<file path="config.mk">
export PLATFORM = sky130hd
export DESIGN_NAME = encoder_arbiter
export DESIGN_NICKNAME = d
export VERILOG_FILES = /design/src/rtl/encoder_arb_pkg.sv /design/src/rtl/encoder_arb_picker.sv /design/src/rtl/encoder_arbiter.sv
export SDC_FILE = /design/constraint.sdc
export NUM_CORES = 1
export LEC_CHECK = 0
export ABC_AREA = 1
export BUFFER_PORTS_ARGS = -buffer_cell sky130_fd_sc_hd__buf_4
export CORE_UTILIZATION = 38
export DETAILED_ROUTE_END_ITERATION = 8
export PLACE_DENSITY = 0.83
export SETUP_SLACK_MARGIN = 0.15
export SLEW_MARGIN = 20
export SYNTH_ARGS = -nofsm -noshare
export SYNTH_HDL_FRONTEND = slang
export SYNTH_HIERARCHICAL = 1
export SYNTH_SLANG_ARGS = --single-unit
</file>
<file path="constraint.sdc">
create_clock -name clk -period 2.4 [get_ports clk]
set_input_delay 0 -clock clk [delete_from_list [all_inputs] [get_ports clk]]
set_output_delay 0 -clock clk [all_outputs]
set_load 0.005 [all_outputs]
</file>
<file path="src/rtl/encoder_arb_pkg.sv">
// rtl/encoder_arb_pkg.sv - shared state type, defaults and counter sizing for the encoder arbiter
package encoder_arb_pkg;

  typedef enum logic [1:0] {
    IDLE  = 2'd0,
    START = 2'd1,
    RUN   = 2'd2,
    DONE  = 2'd3
  } arb_state_e;

  localparam int SLICE_W_DEF    = 25;
  localparam int NUM_SLICES_DEF = 64;

  // Width of a counter that spans one job's slices (never below one bit).
  function automatic int CNT_W(input int num_slices);
    return (num_slices > 1) ? $clog2(num_slices) : 1;
  endfunction

endpackage

</file>
<file path="src/rtl/encoder_arb_picker.sv">
// rtl/encoder_arb_picker.sv - one-hot winner select, round-robin or fixed priority (ENC_ARB_FIXED_PRIORITY_EN)
module encoder_arb_picker
  import encoder_arb_pkg::*;
#(
  parameter int NUM_REQ = 2,
  parameter int IDX_W   = 1
) (
  input  logic [NUM_REQ-1:0] req,
  input  logic [IDX_W-1:0]   last,
  output logic [NUM_REQ-1:0] winner
);

`ifdef ENC_ARB_FIXED_PRIORITY_EN

  // The previous winner has no influence when the lowest index always wins.
  logic unused_last;
  assign unused_last = ^last;

  // Isolate the lowest set bit of the request vector.
  assign winner = req & (~req + NUM_REQ'(1));

`else

  logic [IDX_W-1:0] idx;
  logic             found;

  // Scan from the requester after the previous winner, wrapping around once.
  always_comb begin
    winner = '0;
    found  = 1'b0;
    idx    = '0;
    for (int off = 1; off <= NUM_REQ; off++) begin
      idx = IDX_W'((int'(last) + off) % NUM_REQ);
      if (!found && req[idx]) begin
        winner[idx] = 1'b1;
        found       = 1'b1;
      end
    end
  end

`endif

endmodule

</file>
<file path="src/rtl/encoder_arbiter.sv">
// rtl/encoder_arbiter.sv - shares one encoder among NUM_REQ requesters (ENC_ARB_FIXED_PRIORITY_EN selects fixed priority)
module encoder_arbiter
  import encoder_arb_pkg::*;
#(
  parameter int NUM_REQ    = 2,
  parameter int SLICE_W    = SLICE_W_DEF,
  parameter int NUM_SLICES = NUM_SLICES_DEF
) (
  input  logic                       clk,
  input  logic                       rst,
  input  logic [NUM_REQ-1:0]         req,
  input  logic [NUM_REQ*SLICE_W-1:0] reqIn,
  output logic [NUM_REQ-1:0]         grant,
  output logic [NUM_REQ-1:0]         take,
  output logic [NUM_REQ-1:0]         outValid,
  output logic [SLICE_W-1:0]         out,
  output logic [NUM_REQ-1:0]         done,
  output logic                       busy,
  output logic                       encStart,
  output logic [SLICE_W-1:0]         encIn,
  input  logic                       encReady,
  input  logic                       encPutInput,
  input  logic                       encOutReady,
  input  logic [SLICE_W-1:0]         encOut
);

  localparam int IDX_W     = (NUM_REQ > 1) ? $clog2(NUM_REQ) : 1;
  localparam int OUT_CNT_W = CNT_W(NUM_SLICES);
  localparam logic [OUT_CNT_W-1:0] LAST_SLICE = OUT_CNT_W'(NUM_SLICES - 1);

  arb_state_e             state_q, state_d;
  logic [NUM_REQ-1:0]     grant_q, grant_d;
  logic [NUM_REQ-1:0]     done_q, done_d;
  logic                   enc_start_q, enc_start_d;
  logic                   busy_q, busy_d;
  logic [OUT_CNT_W-1:0]   out_cnt_q, out_cnt_d;
  logic [IDX_W-1:0]       last_q;
  logic [NUM_REQ-1:0]     winner;
  logic                   issue;
  logic                   in_run;
  logic [SLICE_W-1:0]     enc_in_mux;

  // A new job is launched only from IDLE with a pending request and an idle encoder.
  assign issue = (state_q == IDLE) && (|req) && encReady;

  encoder_arb_picker #(
    .NUM_REQ (NUM_REQ),
    .IDX_W   (IDX_W)
  ) u_picker (
    .req    (req),
    .last   (last_q),
    .winner (winner)
  );

`ifdef ENC_ARB_FIXED_PRIORITY_EN

  assign last_q = '0;

`else

  logic [IDX_W-1:0] last_d;
  logic [IDX_W-1:0] winner_idx;

  // Binary index of the one-hot winner, for the round-robin pointer.
  always_comb begin
    winner_idx = '0;
    for (int i = 0; i < NUM_REQ; i++) begin
      if (winner[i]) winner_idx = IDX_W'(i);
    end
  end

  // The pointer moves only when a grant is actually issued.
  always_comb begin
    last_d = last_q;
    if (issue) last_d = winner_idx;
  end

  // Round-robin pointer; resets to the top index so requester 0 wins first.
  always_ff @(posedge clk or posedge rst) begin
    if (rst) begin
      last_q <= IDX_W'(NUM_REQ - 1);
    end else begin
      last_q <= last_d;
    end
  end

`endif

  // Job sequencing: grant, one start pulse, count results, pulse done, release.
  always_comb begin
    state_d     = state_q;
    grant_d     = grant_q;
    done_d      = '0;
    enc_start_d = 1'b0;
    out_cnt_d   = out_cnt_q;
    case (state_q)
      IDLE: begin
        if (issue) begin
          grant_d     = winner;
          enc_start_d = 1'b1;
          state_d     = START;
        end
      end
      START: begin
        state_d = RUN;
      end
      RUN: begin
        if (encOutReady) begin
          if (out_cnt_q == LAST_SLICE) begin
            done_d  = grant_q;
            state_d = DONE;
          end else begin
            out_cnt_d = out_cnt_q + OUT_CNT_W'(1);
          end
        end
      end
      DONE: begin
        grant_d   = '0;
        out_cnt_d = '0;
        state_d   = IDLE;
      end
      default: begin
        grant_d   = '0;
        out_cnt_d = '0;
        state_d   = IDLE;
      end
    endcase
    busy_d = (state_d != IDLE);
  end

  // State and all registered outputs; rst drops everything back to IDLE at once.
  always_ff @(posedge clk or posedge rst) begin
    if (rst) begin
      state_q     <= IDLE;
      grant_q     <= '0;
      done_q      <= '0;
      enc_start_q <= 1'b0;
      busy_q      <= 1'b0;
      out_cnt_q   <= '0;
    end else begin
      state_q     <= state_d;
      grant_q     <= grant_d;
      done_q      <= done_d;
      enc_start_q <= enc_start_d;
      busy_q      <= busy_d;
      out_cnt_q   <= out_cnt_d;
    end
  end

  assign in_run = (state_q == RUN);

  // Select the granted requester's input slice.
  always_comb begin
    enc_in_mux = '0;
    for (int i = 0; i < NUM_REQ; i++) begin
      if (grant_q[i]) enc_in_mux = reqIn[i*SLICE_W +: SLICE_W];
    end
  end

  // Data steering is live only in RUN so stray encoder strobes elsewhere are ignored.
  assign take     = in_run ? (grant_q & {NUM_REQ{encPutInput}}) : '0;
  assign encIn    = in_run ? enc_in_mux : '0;
  assign outValid = in_run ? (grant_q & {NUM_REQ{encOutReady}}) : '0;
  assign out      = in_run ? encOut : '0;

  assign grant    = grant_q;
  assign done     = done_q;
  assign busy     = busy_q;
  assign encStart = enc_start_q;

endmodule

</file>
==> reports/summary.txt, run 1 <==
predominant post-synthesis flop cell - dfrtp_1
Relative slew margins - 0.6190
row cnt - 21
total negative slack - 0 ns
total CTS buffers - 3
minimum clock period - 1.708 ns
Hold Buf Count CTS - 1
RePlAce Congestion - 0.7825
Clock Sinks - 15
Hold Path Origin - req[0]
Finished Cell Area - 2464 um2
Post-synth top cells - nand2_1 (58), nor2_1 (39), inv_1 (36)
Slew Viols, Final - 0
Mapped Nets - 302
CTS tree - built
nets - 441
Post-CTS Resized - 0
I/O Buffers - 141
Leak - 1.510 nW
post-layout util - 0.7325
Via Count - 1865
cell area power density - 812.8 nW/um2
largest net degree at the start of global routing - 29
Worst setup EP type - flop
Layout Cells excl Fill - 399
fraction of layout cells with a size suffix above 1 - 0.4504
Post-Synthesis Cells - 215
Post-Place Cells - 394
largest cells by area after synthesis - dfrtp_1 (26%), nand2_1 (16%), a22oi_1 (14%), nor2_1 (11%), inv_1 (10%)
Die W - 61.47 um
Initial Util - 0.3996
fmax - 585.5 MHz
drt drc - 0
count of different cell masters after synthesis - 23
DRT Pass-1 Iters - 4
RSZ-0062 raised after global routing - false
worst setup path category - flop to flop
post-synthesis sequential area ratio - 0.2803
CTS clk-pin slew, worst paths - 0.09 ns
clock latency on the worst-skew pair - 0.29 ns
Worst-Margin Slew - 0.5709 ns
Overall Power - 2.002 mW
H-tree lvl count - 1
fill count - 276
initial antenna violation count - 0
full die area - 3778 um2
Synth warnings - 6
Total Routed Length - 4.616 mm
cell with the most instances after synthesis - nand2_1
GRT overflow - 0
placed wire-length estimate - 3.649 mm
CP Max Fanout - 11
CORE AREA - 3363 um2
status - complete, no violations
1st-iter DRT viols - 79
top-area cell type share of the netlist area - 0.2607
Fin. Hold Viols - 0
Area Overhead vs Synth - 83.33%
post-place instance area - 2427 um2
CP Data Required Time - 2.59 ns
Post-synth EDFFs - 0
wire per inst - 11.57 um
Die Height - 61.47 um
Worst Path Arrival - 1.90 ns
syn avg cell area - 6.250 um2
Hold Path Class - input pin to flop
post-route ant nets - 0
IO Pins - 142
Reg-to-Reg Start - out_cnt_q[0]
CTS Buffer Depth - 2
Worst Setup SP - out_cnt_q[0]
Max VDD drop - 0.5454 mV
Seq cells post-synth - 15
max cap viols - 0
area leader, netlist - dfrtp_1
Post-Route Skew - 0.009828 ns
fin crit share - 0.7117
CP startpoint kind - flop
first-pass GRT wire length - 6.196 mm
vias in the first global route - 1490
Final setup viols - 0
mapped cell area - 1344 um2
Post CTS Setup Buffer Count - 0
Root Buffer - clkbuf_4
fraction of registers with async set or reset after synthesis - 1.000
routed vias/inst - 4.674
antenna diode count - 0
Total GRT Usage - 0.2179
## placed cells by master, fill, tap and decap left out
cell type,synthesis,routed
dfrtp_1,14,14
nand3_1,7,7
nor2_4,1,1
buf_4,0,144
o21ai_1,1,1
nand3b_1,1,1
o21ai_2,4,4
dfstp_2,1,1
o21ai_0,2,2
a21oi_1,1,1
clkbuf_1,3,1
dlygate4sd3_1,0,1
a22oi_1,25,25
nor2_1,39,39
xor2_1,1,1
o22ai_1,2,2
inv_1,36,36
inv_2,4,4
ha_1,5,5
nor2_2,1,1
clkbuf_4,0,3
a21boi_2,1,1
nand2_1,58,58
## cell type report
type	count	area (um2)	share of cell area
Sequential cell	15	376.6	0.1529
Multi-Input combinational cell	149	762.0	0.3093
Inverter	40	150.1	0.06094
Tap cell	46	57.56	0.02336
Timing Repair Buffer	145	1091	0.4429
Clock buffer	4	26.28	0.01067
## layer usage
layer / track usage / vias to the layer above / routed length [um]
met3: 0.05042 / 6 / 425
met1: 0.2539 / 807 / 1801
li1: - / 948 / -
met4: 0.06032 / 0 / 47
met5: 0 / - / 0
met2: 0.3991 / 104 / 2341
## power by group
group / internal [mW] / leakage, nW / switching (mW)
Clock: 0.0646 / 0.0150 / 0.0820
Combinational: 0.694 / 1.30 / 0.740
Sequential: 0.341 / 0.192 / 0.0800
Total: 1.10 / 1.51 / 0.902
## critical path: stages (launching register included)
cell	delay [ns]
dfrtp_1	0.45
ha_1	0.20
nand2_1	0.06
inv_2	0.09
nand2_1	0.07
a21boi_2	0.45
inv_1	0.14
nand2_1	0.09
nand2_1	0.05
## through the flow
step / worst slack (ns) / hold slack, ns
2_1_floorplan: 1.015 / -0.09924
3_5_place_dp: 0.7364 / 0.09394
4_1_cts: 0.6892 / 0.004050
6_report: 0.6920 / 0.007424
5_1_grt: 0.5352 / 0.03426
3_3_place_gp: 0.8033 / 0.08848
## flip-flops by register name, summed over array words and instances, names as in the netlist
signal / flops
out_cnt_q: 6
done: 2
grant: 2
state_q: 2
busy: 1
encStart: 1
last_q: 1
## kinds of logic after synthesis
group	after synthesis	synth area share
buffers and inverters	51	0.1527
and+or+nand+nor	107	0.3156
xor gates and xnor gates	1	0.006519
DFF	15	0.2803
AOI/OAI and AO/OA	36	0.1983
adders and majority gates	5	0.04655
## path summary, 6_finish.rpt
check / slack, ns / endpoint / depth (start not counted)
max reg2reg: 0.69 / out_cnt_q[3] / 8
min reg2reg: 0.49 / last_q / 2
min: 0.007 / last_q / 4
max in group asynchronous: 1.68 / state_q[0] / 3
min in group asynchronous: 0.34 / out_cnt_q[2] / 3
max: 0.69 / out_cnt_q[3] / 8
Power figures use the tool's default switching activity.
==> run 2, diff against run 1 <==
- ABC_AREA: 1 -> 0
- CORE_UTILIZATION: 38 -> 34
- PLACE_DENSITY: 0.83 -> 0.76
- clock period: 2.4 -> 1.8 ns (I/O delays scaled with it)
==> reports/summary.txt, run 2 <==
top-area cell type share of the netlist area - 0.2759
Hold Path Class - input pin to flop
Area Overhead vs Synth - 99.31%
CTS clk-pin slew, worst paths - 0.07 ns
Post-synth EDFFs - 0
Max VDD drop - 0.9711 mV
row cnt - 21
full die area - 3984 um2
fraction of registers with async set or reset after synthesis - 1.000
total negative slack - 0 ns
Relative slew margins - 0.6005
IO Pins - 142
nets - 382
setup slack, reg-to-reg - 0.25 ns
Root Buffer - clkbuf_8
RSZ-0062 raised after global routing - true
post-synthesis adder-cell area fraction - 0.04926
largest cells by area after synthesis - dfrtp_1 (28%), a22o_1 (18%), and2_1 (12%), ha_1 (4.9%), o21ai_0 (4.7%)
number of buffers and inverters on the critical path - 3
max cap viols - 0
fmax - 620.6 MHz
Worst Path Arrival - 1.61 ns
largest net degree at the start of global routing - 32
Post-Place Cells - 331
placed wire-length estimate - 3.866 mm
Slew Viols, Final - 0
Fin. Hold Viols - 0
Synth warnings - 6
Clock Sinks - 15
worst setup path category - flop to primary output
I/O Buffers - 141
status - complete, no violations
clock latency on the worst-skew pair - 0.25 ns
post-synthesis sequential area ratio - 0.2966
largest register by flop count - out_cnt_q
area leader, netlist - dfrtp_1
hold endpoint - last_q
Mapped Nets - 236
cell with the most instances after synthesis - a22o_1
post-route ant nets - 0
first-pass GRT wire length - 7.362 mm
crit-path max cell delay - 0.39 ns
drt drc - 0
wire per inst - 14.85 um
Leak - 1.352 nW
mapped cell area - 1270 um2
cell area power density - 1181 nW/um2
largest family of logic cells by synthesized area - compound AO/OA/AOI/OAI gates
1st-iter DRT viols - 57
CP Data Required Time - 1.80 ns
DRT Pass-1 Iters - 4
H-tree lvl count - 1
Final setup viols - 0
Slowest-stage cell, CP - dfrtp_1
count of different cell masters after synthesis - 34
initial antenna violation count - 0
Via Count - 1666
Post-synth top cells - a22o_1 (26), and2_1 (25), dfrtp_1 (14)
Die Height - 63.12 um
CP Max Fanout - 12
Reg-to-Reg Start - out_cnt_q[0]
worst r2r path cells - 5
Worst setup EP type - primary output
antenna diode count - 0
post-synthesis mux area share - 0
CORE AREA - 3468 um2
Total GRT Usage - 0.2312
Post-Synth Simple-Gate Area - 0.2808
fraction of layout cells with a size suffix above 1 - 0.5714
xor and xnor area share after synthesis - 0
predominant post-synthesis flop cell - dfrtp_1
commonest cells after routing, fill and taps aside - buf_4 (146), a22o_1 (26), and2_1 (25)
CTS Buffer Depth - 2
GRT overflow - 0
Seq cells post-synth - 15
Die W - 63.12 um
CP startpoint kind - flop
Total Routed Length - 5.050 mm
CTS tree - built
syn avg cell area - 8.523 um2
Synth Area in Compound Gates - 0.3182
Worst-Margin Slew - 0.5985 ns
fill count - 298
Post-Synthesis Cells - 149
max reg flops - 6
CP top delay family - buffers and inverters
Hold Path Cell Cnt - 4
total CTS buffers - 3
Hold Path Origin - req[0]
FF-to-FF End - busy
Layout Cells excl Fill - 340
routed vias/inst - 4.900
RePlAce Congestion - 0.8398
minimum clock period - 1.611 ns
vias in the first global route - 1492
crit-path cells - inv_2 -> ha_4 -> nand2_1 -> nor2_4 -> clkbuf_16 -> a22o_1 -> buf_4
Post-Route Skew - 0.005630 ns
fin crit share - 0.8951
Initial Util - 0.3662
commonest non-fill, non-tap cell in the layout - buf_4
-- run 2: cell types whose count changed after synthesis, moves of 3 or more --
cell	delta
nand2_1	-47
nor2_1	-36
inv_1	-29
a22o_1	+26
a22oi_1	-25
and2_1	+25
o21ai_0	+10
and3_1	+4
inv_2	-4
o21ai_2	-4
nand3_1	-3
-- run 2: how the worst max path moves through the flow --
stage	from	to	slack, ns	depth (start not counted)
2_1_floorplan	state_q[0]	out_cnt_q[2]	0.32	6
3_3_place_gp	state_q[0]	out_cnt_q[1]	0.16	7
3_5_place_dp	state_q[0]	out_cnt_q[1]	0.09	7
4_1_cts	state_q[0]	encIn[21]	0.17	7
5_1_grt	state_q[0]	encIn[14]	0.13	7
6_report	state_q[0]	encIn[14]	0.19	7
-- run 2: timing repair --
action	4_1_cts	5_1_grt
hold endpoints to repair	14	0
gates cloned	0	2
gates resized for setup	4	11
setup endpoints to repair	42	29
setup buffers	0	2
hold buffers	1	0
-- run 2: worst register-to-register path, delay by kind of cell, from the launching register on --
kind	cells	cell delay, ns
compound gates	1	0.28
flops	1	0.41
fa+ha+maj	1	0.28
simple gates	3	0.52
-- run 2: cells by family after synthesis --
logic type / after synthesis
AOI/OAI and AO/OA: 51
adders and majority gates: 5
buffers and inverters: 17
DFF: 15
and+or+nand+nor: 61
-- run 2: final cells by class --
type | count | area (um2) | area share
Clock buffer | 3 | 41.29 | 0.01631
Clock inverter | 1 | 7.507 | 0.002966
Inverter | 7 | 26.28 | 0.01038
Multi-Input combinational cell | 117 | 848.3 | 0.3351
Sequential cell | 15 | 376.6 | 0.1488
Tap cell | 46 | 57.56 | 0.02274
Timing Repair Buffer | 151 | 1174 | 0.4637
-- run 2: per-stage QoR --
stage | total power [mW] | instance area [um2] | setup WS, ns | util | hold slack (ns)
after floorplan | 1.541 | 1270 | 0.3220 | - | -0.09924
after global routing | 3.223 | 2531 | 0.1271 | 0.7298 | 0.07112
after detailed placement | 2.546 | 2392 | 0.09357 | 0.6898 | 0.09309
after global placement | 2.521 | 2392 | 0.1631 | 0.6898 | 0.09734
final | 2.990 | 2531 | 0.1888 | 0.7298 | 0.04104
after CTS | 2.869 | 2467 | 0.1677 | 0.7114 | 0.03544
-- run 2: where the power goes --
part           switching [mW]  internal (mW)  total [mW]
registers               0.148          0.467       0.616
clock network           0.122          0.155       0.278
logic                   0.873           1.22        2.10
total                    1.14           1.85        2.99
-- run 2: layer usage --
layer	track usage	wire [um]	vias up	part of all wire
met5	0	0	-	0
met4	0.04942	61	0	0.012
met1	0.2746	1985	759	0.39
met2	0.4140	2652	70	0.53
li1	-	-	831	-
met3	0.05797	351	6	0.070
